### config.mk
export PLATFORM = sky130hd
export DESIGN_NAME = axis_broadcaster_n
export DESIGN_NICKNAME = d
export VERILOG_FILES = /design/src/rtl/axis_bcast_pkg.sv /design/src/rtl/axis_fifo_lite.sv /design/src/rtl/axis_broadcaster_n.sv
export SDC_FILE = /design/constraint.sdc
export NUM_CORES = 1
export LEC_CHECK = 0
export BUFFER_PORTS_ARGS = -buffer_cell sky130_fd_sc_hd__clkbuf_2
export CAP_MARGIN = 40
export CORE_ASPECT_RATIO = 1.2
export CORE_UTILIZATION = 59
export DETAILED_ROUTE_END_ITERATION = 12
export PLACE_DENSITY = 0.8
export SLEW_MARGIN = 20
export SYNTH_ARGS = -nofsm -noshare
export SYNTH_HDL_FRONTEND = slang
export SYNTH_SLANG_ARGS = --single-unit
export TNS_END_PERCENT = 10
### constraint.sdc
create_clock -name s_axi_aclk -period 3.78 [get_ports s_axi_aclk]
set_clock_uncertainty 0.15 [all_clocks]
set_input_delay 0.945 -clock s_axi_aclk [delete_from_list [all_inputs] [get_ports s_axi_aclk]]
set_output_delay 0.945 -clock s_axi_aclk [all_outputs]
set_load 0.02 [all_outputs]
### src/rtl/axis_bcast_pkg.sv
// Shared types and constants for the N-channel AXI-Stream broadcaster.
// Optional drop statistics are enabled with AXIS_BCAST_STATS_EN.
package axis_bcast_pkg;

  typedef enum logic [1:0] {
    IDLE = 2'd0,
    PASS = 2'd1,
    DROP = 2'd2,
    SKIP = 2'd3
  } ch_state_t;

  localparam logic MODE_BLOCKING = 1'b0;
  localparam logic MODE_LOSSY    = 1'b1;

  localparam int DROP_CNT_W = 16;

endpackage

### src/rtl/axis_fifo_lite.sv
// Small synchronous FIFO carrying {tlast, tdata}; output is zero while empty.
// Full/empty derive only from registered pointers, so a same-cycle read never frees a slot.
module axis_fifo_lite #(
  parameter int C_DATA_WIDTH = 32,
  parameter int C_DEPTH      = 4
) (
  input  logic                    s_axi_aclk,
  input  logic                    s_axi_aresetn,
  input  logic                    wr_en,
  input  logic [C_DATA_WIDTH-1:0] wr_data,
  input  logic                    wr_last,
  output logic                    full,
  input  logic                    rd_ready,
  output logic                    rd_valid,
  output logic [C_DATA_WIDTH-1:0] rd_data,
  output logic                    rd_last
);

  localparam int AW = $clog2(C_DEPTH);

  logic [AW:0]           wr_ptr;
  logic [AW:0]           rd_ptr;
  logic [C_DATA_WIDTH:0] mem [C_DEPTH];
  logic                  empty;

  assign empty = (wr_ptr == rd_ptr);
  assign full  = (wr_ptr[AW] != rd_ptr[AW]) && (wr_ptr[AW-1:0] == rd_ptr[AW-1:0]);

  always_ff @(posedge s_axi_aclk or negedge s_axi_aresetn) begin
    if (!s_axi_aresetn) begin
      wr_ptr <= '0;
      rd_ptr <= '0;
    end else begin
      if (wr_en && !full)     wr_ptr <= wr_ptr + 1'b1;
      if (rd_ready && !empty) rd_ptr <= rd_ptr + 1'b1;
    end
  end

  always_ff @(posedge s_axi_aclk) begin
    if (wr_en && !full) mem[wr_ptr[AW-1:0]] <= {wr_last, wr_data};
  end

  assign rd_valid           = !empty;
  assign {rd_last, rd_data} = empty ? '0 : mem[rd_ptr[AW-1:0]];

endmodule

### src/rtl/axis_broadcaster_n.sv
// N-channel AXI-Stream broadcaster with per-channel FIFOs, enables and blocking/lossy modes.
// Define AXIS_BCAST_STATS_EN to add per-channel drop counters (o_drop_count, i_stats_clr).
module axis_broadcaster_n
  import axis_bcast_pkg::*;
#(
  parameter int C_DATA_WIDTH = 32,
  parameter int C_NUM_CH     = 2,
  parameter int C_CH_DEPTH   = 4
) (
  input  logic                             s_axi_aclk,
  input  logic                             s_axi_aresetn,
  input  logic [C_NUM_CH-1:0]              i_ch_enable,
  input  logic                             i_mode,
  output logic                             s_axis_tready,
  input  logic                             s_axis_tvalid,
  input  logic [C_DATA_WIDTH-1:0]          s_axis_tdata,
  input  logic                             s_axis_tlast,
  input  logic [C_NUM_CH-1:0]              m_axis_tready,
  output logic [C_NUM_CH-1:0]              m_axis_tvalid,
  output logic [C_NUM_CH*C_DATA_WIDTH-1:0] m_axis_tdata,
  output logic [C_NUM_CH-1:0]              m_axis_tlast
`ifdef AXIS_BCAST_STATS_EN
  ,
  input  logic                             i_stats_clr,
  output logic [C_NUM_CH*DROP_CNT_W-1:0]   o_drop_count
`endif
);

  logic                pkt_start_q;
  logic                mode_q;
  logic [C_NUM_CH-1:0] en_q;
  logic                mode_eff;
  logic [C_NUM_CH-1:0] en_eff;
  logic                acc;
  logic [C_NUM_CH-1:0] ch_stall;
  logic                core_ready;

  // On a packet-start beat the live configuration applies; afterwards the latched copy.
  assign mode_eff = pkt_start_q ? i_mode : mode_q;
  assign en_eff   = pkt_start_q ? i_ch_enable : en_q;
  assign acc      = s_axis_tvalid && s_axis_tready;

  assign core_ready    = (mode_eff == MODE_LOSSY) || (ch_stall == '0);
  assign s_axis_tready = s_axi_aresetn && core_ready;

  always_ff @(posedge s_axi_aclk or negedge s_axi_aresetn) begin
    if (!s_axi_aresetn) begin
      pkt_start_q <= 1'b1;
      mode_q      <= MODE_BLOCKING;
      en_q        <= '0;
    end else if (acc) begin
      pkt_start_q <= s_axis_tlast;
      if (pkt_start_q) begin
        mode_q <= i_mode;
        en_q   <= i_ch_enable;
      end
    end
  end

  for (genvar i = 0; i < C_NUM_CH; i++) begin : g_ch
    ch_state_t state_q;
    ch_state_t state_d;
    logic      wr;
    logic      full;

    assign ch_stall[i] = ((state_q == PASS) || ((state_q == IDLE) && en_eff[i])) && full;

    always_ff @(posedge s_axi_aclk or negedge s_axi_aresetn) begin
      if (!s_axi_aresetn) state_q <= IDLE;
      else                state_q <= state_d;
    end

    // A full FIFO on an accepted beat can only occur in lossy mode.
    always_comb begin
      state_d = state_q;
      wr      = 1'b0;
      if (acc) begin
        case (state_q)
          IDLE: begin
            if (!en_eff[i]) begin
              state_d = SKIP;
            end else if (!full) begin
              wr      = 1'b1;
              state_d = PASS;
            end else begin
              state_d = DROP;
            end
          end
          PASS: begin
            if (!full) wr = 1'b1;
            else       state_d = DROP;
          end
          default: ;
        endcase
        if (s_axis_tlast) state_d = IDLE;
      end
    end

    axis_fifo_lite #(
      .C_DATA_WIDTH(C_DATA_WIDTH),
      .C_DEPTH     (C_CH_DEPTH)
    ) u_fifo (
      .s_axi_aclk   (s_axi_aclk),
      .s_axi_aresetn(s_axi_aresetn),
      .wr_en        (wr),
      .wr_data      (s_axis_tdata),
      .wr_last      (s_axis_tlast),
      .full         (full),
      .rd_ready     (m_axis_tready[i]),
      .rd_valid     (m_axis_tvalid[i]),
      .rd_data      (m_axis_tdata[i*C_DATA_WIDTH +: C_DATA_WIDTH]),
      .rd_last      (m_axis_tlast[i])
    );

`ifdef AXIS_BCAST_STATS_EN
    logic                  drop_beat;
    logic [DROP_CNT_W-1:0] cnt_q;

    assign drop_beat = acc && ((state_q == DROP) ||
                       (((state_q == IDLE) && en_eff[i]) || (state_q == PASS)) && full);

    always_ff @(posedge s_axi_aclk or negedge s_axi_aresetn) begin
      if (!s_axi_aresetn)                  cnt_q <= '0;
      else if (i_stats_clr)                cnt_q <= '0;
      else if (drop_beat && (cnt_q != '1)) cnt_q <= cnt_q + 1'b1;
    end

    assign o_drop_count[i*DROP_CNT_W +: DROP_CNT_W] = cnt_q;
`endif
  end

endmodule

== Word-level counts from Yosys, hierarchy flattened ==
Memories as Yosys holds them, arrays and structs flattened.
Index checks and enable logic that the tools add are counted.
Storage, ports and cells
  bits of input ports: 41
  RAM bits: 264
  memories kept: 2
  register bits: 20
  output and inout port bits: 69
  word-level logic and storage cells: 77
Memory list
  g_ch[0].u_fifo.mem: words 4, width 33, rd ports 1, clocked after Yosys merged registers in 0, write ports 1, RTL line axis_fifo_lite.sv:23  | logic [C_DATA_WIDTH:0] mem [C_DEPTH];
  g_ch[1].u_fifo.mem: words 4, width 33, rd ports 1, clocked after Yosys merged registers in 0, write ports 1, RTL line axis_fifo_lite.sv:23
Operators by class
  add/sub/neg operators: 4
  reduce and logical (&&, ||, !) cells: 26
  eq/ne operators: 10
  mux-type cells: 26
Operator list (count)
  $mux 33: 2
  $mux 2: 9
  $add 3x1->3 const B: 4
  $logic_and 1x1->1: 12
  $mux 1: 11
  $pmux 2 s2: 2
  $eq 3x3->1: 2
  $logic_not 2->1: 3
  $ne 3x3->1 const B: 2
  $reduce_and 3->1: 2
  $reduce_bool 3->1: 2
  $eq 2x1->1 const B: 2
  $eq 2x2->1: 2
  $logic_not 1->1: 4
  $pmux 1 s2: 2
  $logic_or 1x1->1: 3
  $ne 1x1->1: 2

== Longest topological paths before layout ==
  word-level depth: 12
  gate-level depth with buffers: 7
  gate-level depth less buffers: 5

== Hierarchy ==
Synthesis repeated with hierarchy kept, for this count alone.
Second synthesis, totals
  cell total of the unflattened synthesis: 551
  area total of the unflattened synthesis: 11491.0 um^2
By module, submodules not included
  axis_fifo_lite: cells each 255, instances 2, sequential area each 4113.9 um^2, area each 5492.8 um^2
  axis_broadcaster_n: cells each 41, instances 1, sequential area each 201.4 um^2, area each 505.5 um^2

== Worst setup path after synthesis ==
OpenSTA, ideal clock, no wires.
  path type: input-to-reg
  from: input port i_ch_enable[0]
  to: memory g_ch[1].u_fifo.mem[3][0] (netlist bit), enable pin
  required time: 3.235 ns
  arrival time: 2.438 ns
  library setup time: 0.395 ns
  stages: 4
  setup slack: 0.797 ns
  path buffers: 0
  cell sequence: mux2i_1 > a21oi_2 > a31oi_2 > and3_1
Between the ends
  word-level cells in the longest chain between the ends: 12
Ends and longest elaborated chain
  start: declaration: RTL line axis_broadcaster_n.sv:12  | input logic [C_NUM_CH-1:0] i_ch_enable,
  $mux 2
  $logic_and 1x1->1: RTL line axis_broadcaster_n.sv:66  | assign ch_stall[i] = ((state_q == PASS) || ((state_q == IDLE) && en_eff[i])) && full;
  $logic_or 1x1->1: RTL line axis_broadcaster_n.sv:66
  $logic_and 1x1->1: RTL line axis_broadcaster_n.sv:66
  $logic_not 2->1: RTL line axis_broadcaster_n.sv:43  | assign core_ready = (mode_eff == MODE_LOSSY) || (ch_stall == '0);
  $logic_or 1x1->1: RTL line axis_broadcaster_n.sv:43
  $logic_and 1x1->1: RTL line axis_broadcaster_n.sv:44  | assign s_axis_tready = s_axi_aresetn && core_ready;
  $logic_and 1x1->1: RTL line axis_broadcaster_n.sv:41  | assign acc = s_axis_tvalid && s_axis_tready;
  $mux 1: RTL line axis_broadcaster_n.sv:77  | if (acc) begin
  $logic_and 1x1->1: RTL line axis_fifo_lite.sv:40  | if (wr_en && !full) mem[wr_ptr[AW-1:0]] <= {wr_last, wr_data};
  $mux 1: RTL line axis_fifo_lite.sv:40
  $mux 1 (not written as such): RTL line axis_fifo_lite.sv:40
  end: declaration: RTL line axis_fifo_lite.sv:23
No other way between the ends.

== Worst setup path in the final report ==
  from: register g_ch[1].u_fifo.rd_ptr[1]
  to: output port m_axis_tdata[58]
Between the ends
  word-level cells in the longest chain between the ends: 2
  elaborated cells between the ends (all ways): 3
  those cells by class: eq/ne: 1; mux: 1; memory: 1
Ends and longest elaborated chain
  start: declaration: RTL line axis_fifo_lite.sv:22  | logic [AW:0] rd_ptr;
  start signal: assignment: RTL line axis_fifo_lite.sv:35  | if (rd_ready && !empty) rd_ptr <= rd_ptr + 1'b1;
  $mem_v2 4x33 or $eq 3x3->1 (tied branches)
  $mux 33 *: RTL line axis_fifo_lite.sv:44  | assign {rd_last, rd_data} = empty ? '0 : mem[rd_ptr[AW-1:0]];
  end: declaration: RTL line axis_broadcaster_n.sv:20  | output logic [C_NUM_CH*C_DATA_WIDTH-1:0] m_axis_tdata,
Every way passes the cells marked *; elsewhere a longest branch is shown, timed or not.

==> impl_metrics.ini <==
[status]
outcome = complete, but fails checks
violations = design-rule violations

[finish]
fin_nets = 722
drive_above_1_share = 0.381
diodes = 0
fill_cells = 1122
area_growth_pct = 16.1

[critical_path]
critPathMaxFanout = 17
crit_slowest_cell = dfrtp_2
crit_chain = xnor2_1, and3b_2, buf_4, nor2b_1, clkbuf_2
arrival_ns = 2.45
slowest_delay_ns = 0.58
crit_required_ns = 2.68
end_kind = output pin
crit_path_start_kind = flop
criticalPathCategory = flop to output pin

[min_path]
worstHoldPathType = primary input to asynchronous set/reset pin

[power]
power.total_mw = 11.0
p_per_area_mw_per_mm2 = 838
p_int_mw = 7.10
power_frac_seq = 0.368
netSwitchingFraction = 0.353
ir_drop_v = 0.000675
power.switching_mw = 3.87
power.share.combinational = 0.391
p_leak_nw = 4.57
p_clk_frac = 0.242

[synth]
ys_ff_latch = 284
postSynthCellCount = 544
synth_fp_nets = 595
syn_area_mm2 = 0.0113
avgSynthCellArea_um2 = 20.7
yosysWarnings = 0
seq_area_frac_synth = 0.748
synth.distinct_cells = 37

[cts]
cts_buffers = 27
root_buffer = clkbuf_16
clock_latency_ns = 0.52
cts_tree = yes
cts.sinks = 284
post_cts_resized = 0
cts_max_level = 1
postCtsSetupBuffers = 0
clk_pin_slew_ns = 0.06
cts_buffer_depth = 3
holdBufCountCts = 0

[sta]
fin_crit_ns = 3.54
slew-limit-headroom = 0.635
worst_pin_slew_ns = 0.548
rsz0062_at_grt = false
hold_viol_final = 0
setup-violations-final = 0
period_share = 0.938
setup-tns-final_ns = 0
drv_slew = 0
max_freq_ghz = 0.282

[placement]
gp_congestion = 0.849
place_hpwl_um = 13500
port-buffer-count = 109

[detailed_routing]
drtAntennaViolNets = 0
drt-total-wl_um = 22200
first_iter_violations = 416
via_per_inst = 5.99
route.detailed.drc = 2
routedWlPerCell_um = 23.5
num_vias = 5650
dr.pass1.iters = 8

[die]
rows = 55
die_h_um = 153
initial_utilization = 0.600
ios = 110
die_x_um = 128
core_area_mm2 = 0.0188
dieArea_mm2 = 0.0197

[grt]
grt_pass1_wl_um = 34300
grt_start_max_net_pins = 36
antenna_found_initial = 1
grt_pass1_vias = 6033
grt_overflow_total = 0
grt_usage = 0.239

[flow_run]
maxCapViolCount = 0
==> layout by cell type (no fill, tap or decap), drive strengths merged, types with 6 or more instances in the layout <==
| cell | synthesis | layout |
|---|---|---|
| and3 | 10 | 10 |
| buf | 17 | 19 |
| clkbuf | 13 | 139 |
| clkinv | 0 | 11 |
| dfrtp | 19 | 19 |
| edfxtp | 264 | 264 |
| ha | 10 | 10 |
| inv | 8 | 8 |
| mux4 | 66 | 66 |
| nand3 | 6 | 6 |
| nor2b | 68 | 68 |
| xnor2 | 10 | 10 |
==> flip-flops by register name, summed over array words and instances, names as in the netlist <==
register	count
mode_q	1
g_ch.u_fifo.rd_ptr	6
g_ch.u_fifo.mem	264
g_ch.u_fifo.wr_ptr	6
pkt_start_q	1
en_q	2
g_ch.state_q	4
==> worst max-delay path, delay by kind of cell (launching register included) <==
kind / cells / cell delay (ns)
DFF: 1 / 0.58
and+or+nand+nor: 2 / 0.54
buffers and inverters: 2 / 0.47
xor gates and xnor gates: 1 / 0.32
==> power by group through the flow <==
| stage | Clock, mW | Sequential [mW] | Combinational, mW |
|---|---|---|---|
| 2_1_floorplan | 0 | 3.99 | 3.08 |
| 3_5_place_dp | 0 | 4.09 | 4.29 |
| 5_1_grt | 2.79 | 4.07 | 4.59 |
| 4_1_cts | 2.69 | 4.03 | 4.34 |
| 6_report | 2.65 | 4.03 | 4.28 |
| 3_3_place_gp | 0 | 4.05 | 4.19 |
==> final cells by class <==
type | instances | area, um^2 | share of cell area
sequential | 284 | 8430 | 0.645
clock buffer | 30 | 687 | 0.0525
clock inverter | 16 | 176 | 0.0135
multi-input combinational | 222 | 2660 | 0.203
tap | 256 | 320 | 0.0245
timing repair buffer | 128 | 776 | 0.0593
inverter | 8 | 30.0 | 0.00229
==> cell usage after synthesis <==
cell	count	area (um^2)
nor3_1	2	10.0
a21o_1	1	7.51
o311ai_0	2	17.5
a31oi_2	2	25.0
buf_4	6	45.0
a22o_1	1	8.76
o21ai_0	5	25.0
nor2b_1	68	425
edfxtp_1	264	7930
clkbuf_1	13	48.8
mux2i_1	3	30.0
and3_4	2	22.5
inv_1	8	30.0
dfrtp_1	19	475
a22oi_4	1	21.3
mux2_1	2	22.5
o211a_1	1	10.0
dfstp_2	1	26.3
and2_1	5	31.3
mux2_2	3	33.8
o21a_1	1	7.51
and3b_1	2	17.5
buf_2	9	45.0
and3_1	8	50.1
nor3_2	2	20.0
o211ai_2	1	12.5
xor2_1	4	35.0
nand2_1	4	15.0
xnor2_1	10	87.6
a21oi_2	2	17.5
mux4_2	66	1490
nor2_1	4	15.0
buf_6	2	22.5
ha_1	10	125
nand3_1	6	30.0
o211ai_1	2	15.0
nor4_2	2	25.0
==> kinds of logic after synthesis <==
logic type	count (synthesis)	synth area share
AOI/OAI and AO/OA	19	0.0149
buffers and inverters	38	0.0170
and+or+nand+nor	105	0.0587
DFF	284	0.748
adders and majority gates	10	0.0111
xor gates and xnor gates	14	0.0109
muxes	74	0.140
==> final timing paths <==
check                                                        to  slack (ns)                                 start  depth (start not counted)
max                                            m_axis_tdata[58]        0.24  g_ch[1].u_fifo.rd_ptr[1]$_DFFE_PN0P_                          5
min in group s_axi_aclk    g_ch[1].u_fifo.wr_ptr[2]$_DFFE_PN0P_        0.34  g_ch[1].u_fifo.wr_ptr[2]$_DFFE_PN0P_                          1
min reg2reg                g_ch[1].u_fifo.wr_ptr[2]$_DFFE_PN0P_        0.34  g_ch[1].u_fifo.wr_ptr[2]$_DFFE_PN0P_                          1
max in group asynchronous               pkt_start_q$_DFFE_PN1P_        2.83                         s_axi_aresetn                          2
min                              g_ch[1].state_q[0]$_DFFE_PN0P_        0.13                         s_axi_aresetn                          1
max reg2reg                 g_ch[1].u_fifo.mem[2][32]$_DFFE_PP_        1.03               pkt_start_q$_DFFE_PN1P_                          5
==> stage by stage <==
stage	instances	setup slack, ns	util	hold WS (ns)	instance area, um^2
after floorplan	544	0.797	-	0.310	11300
after global placement	898	0.712	0.651	0.328	12200
after detailed placement	898	0.673	0.651	0.329	12200
after CTS	944	0.225	0.697	0.121	13100
after global routing	944	0.130	0.697	0.140	13100
final	944	0.235	0.697	0.126	13100
==> layer usage <==
layer | global-route usage | wire (um) | vias up
met2 | 0.403 | 11600 | 222
met5 | 0 | 0 | -
met1 | 0.325 | 8720 | 2982
li1 | - | - | 2417
met3 | 0.0396 | 1340 | 29
met4 | 0.0723 | 522 | 0
Power figures use the tool's default switching activity.
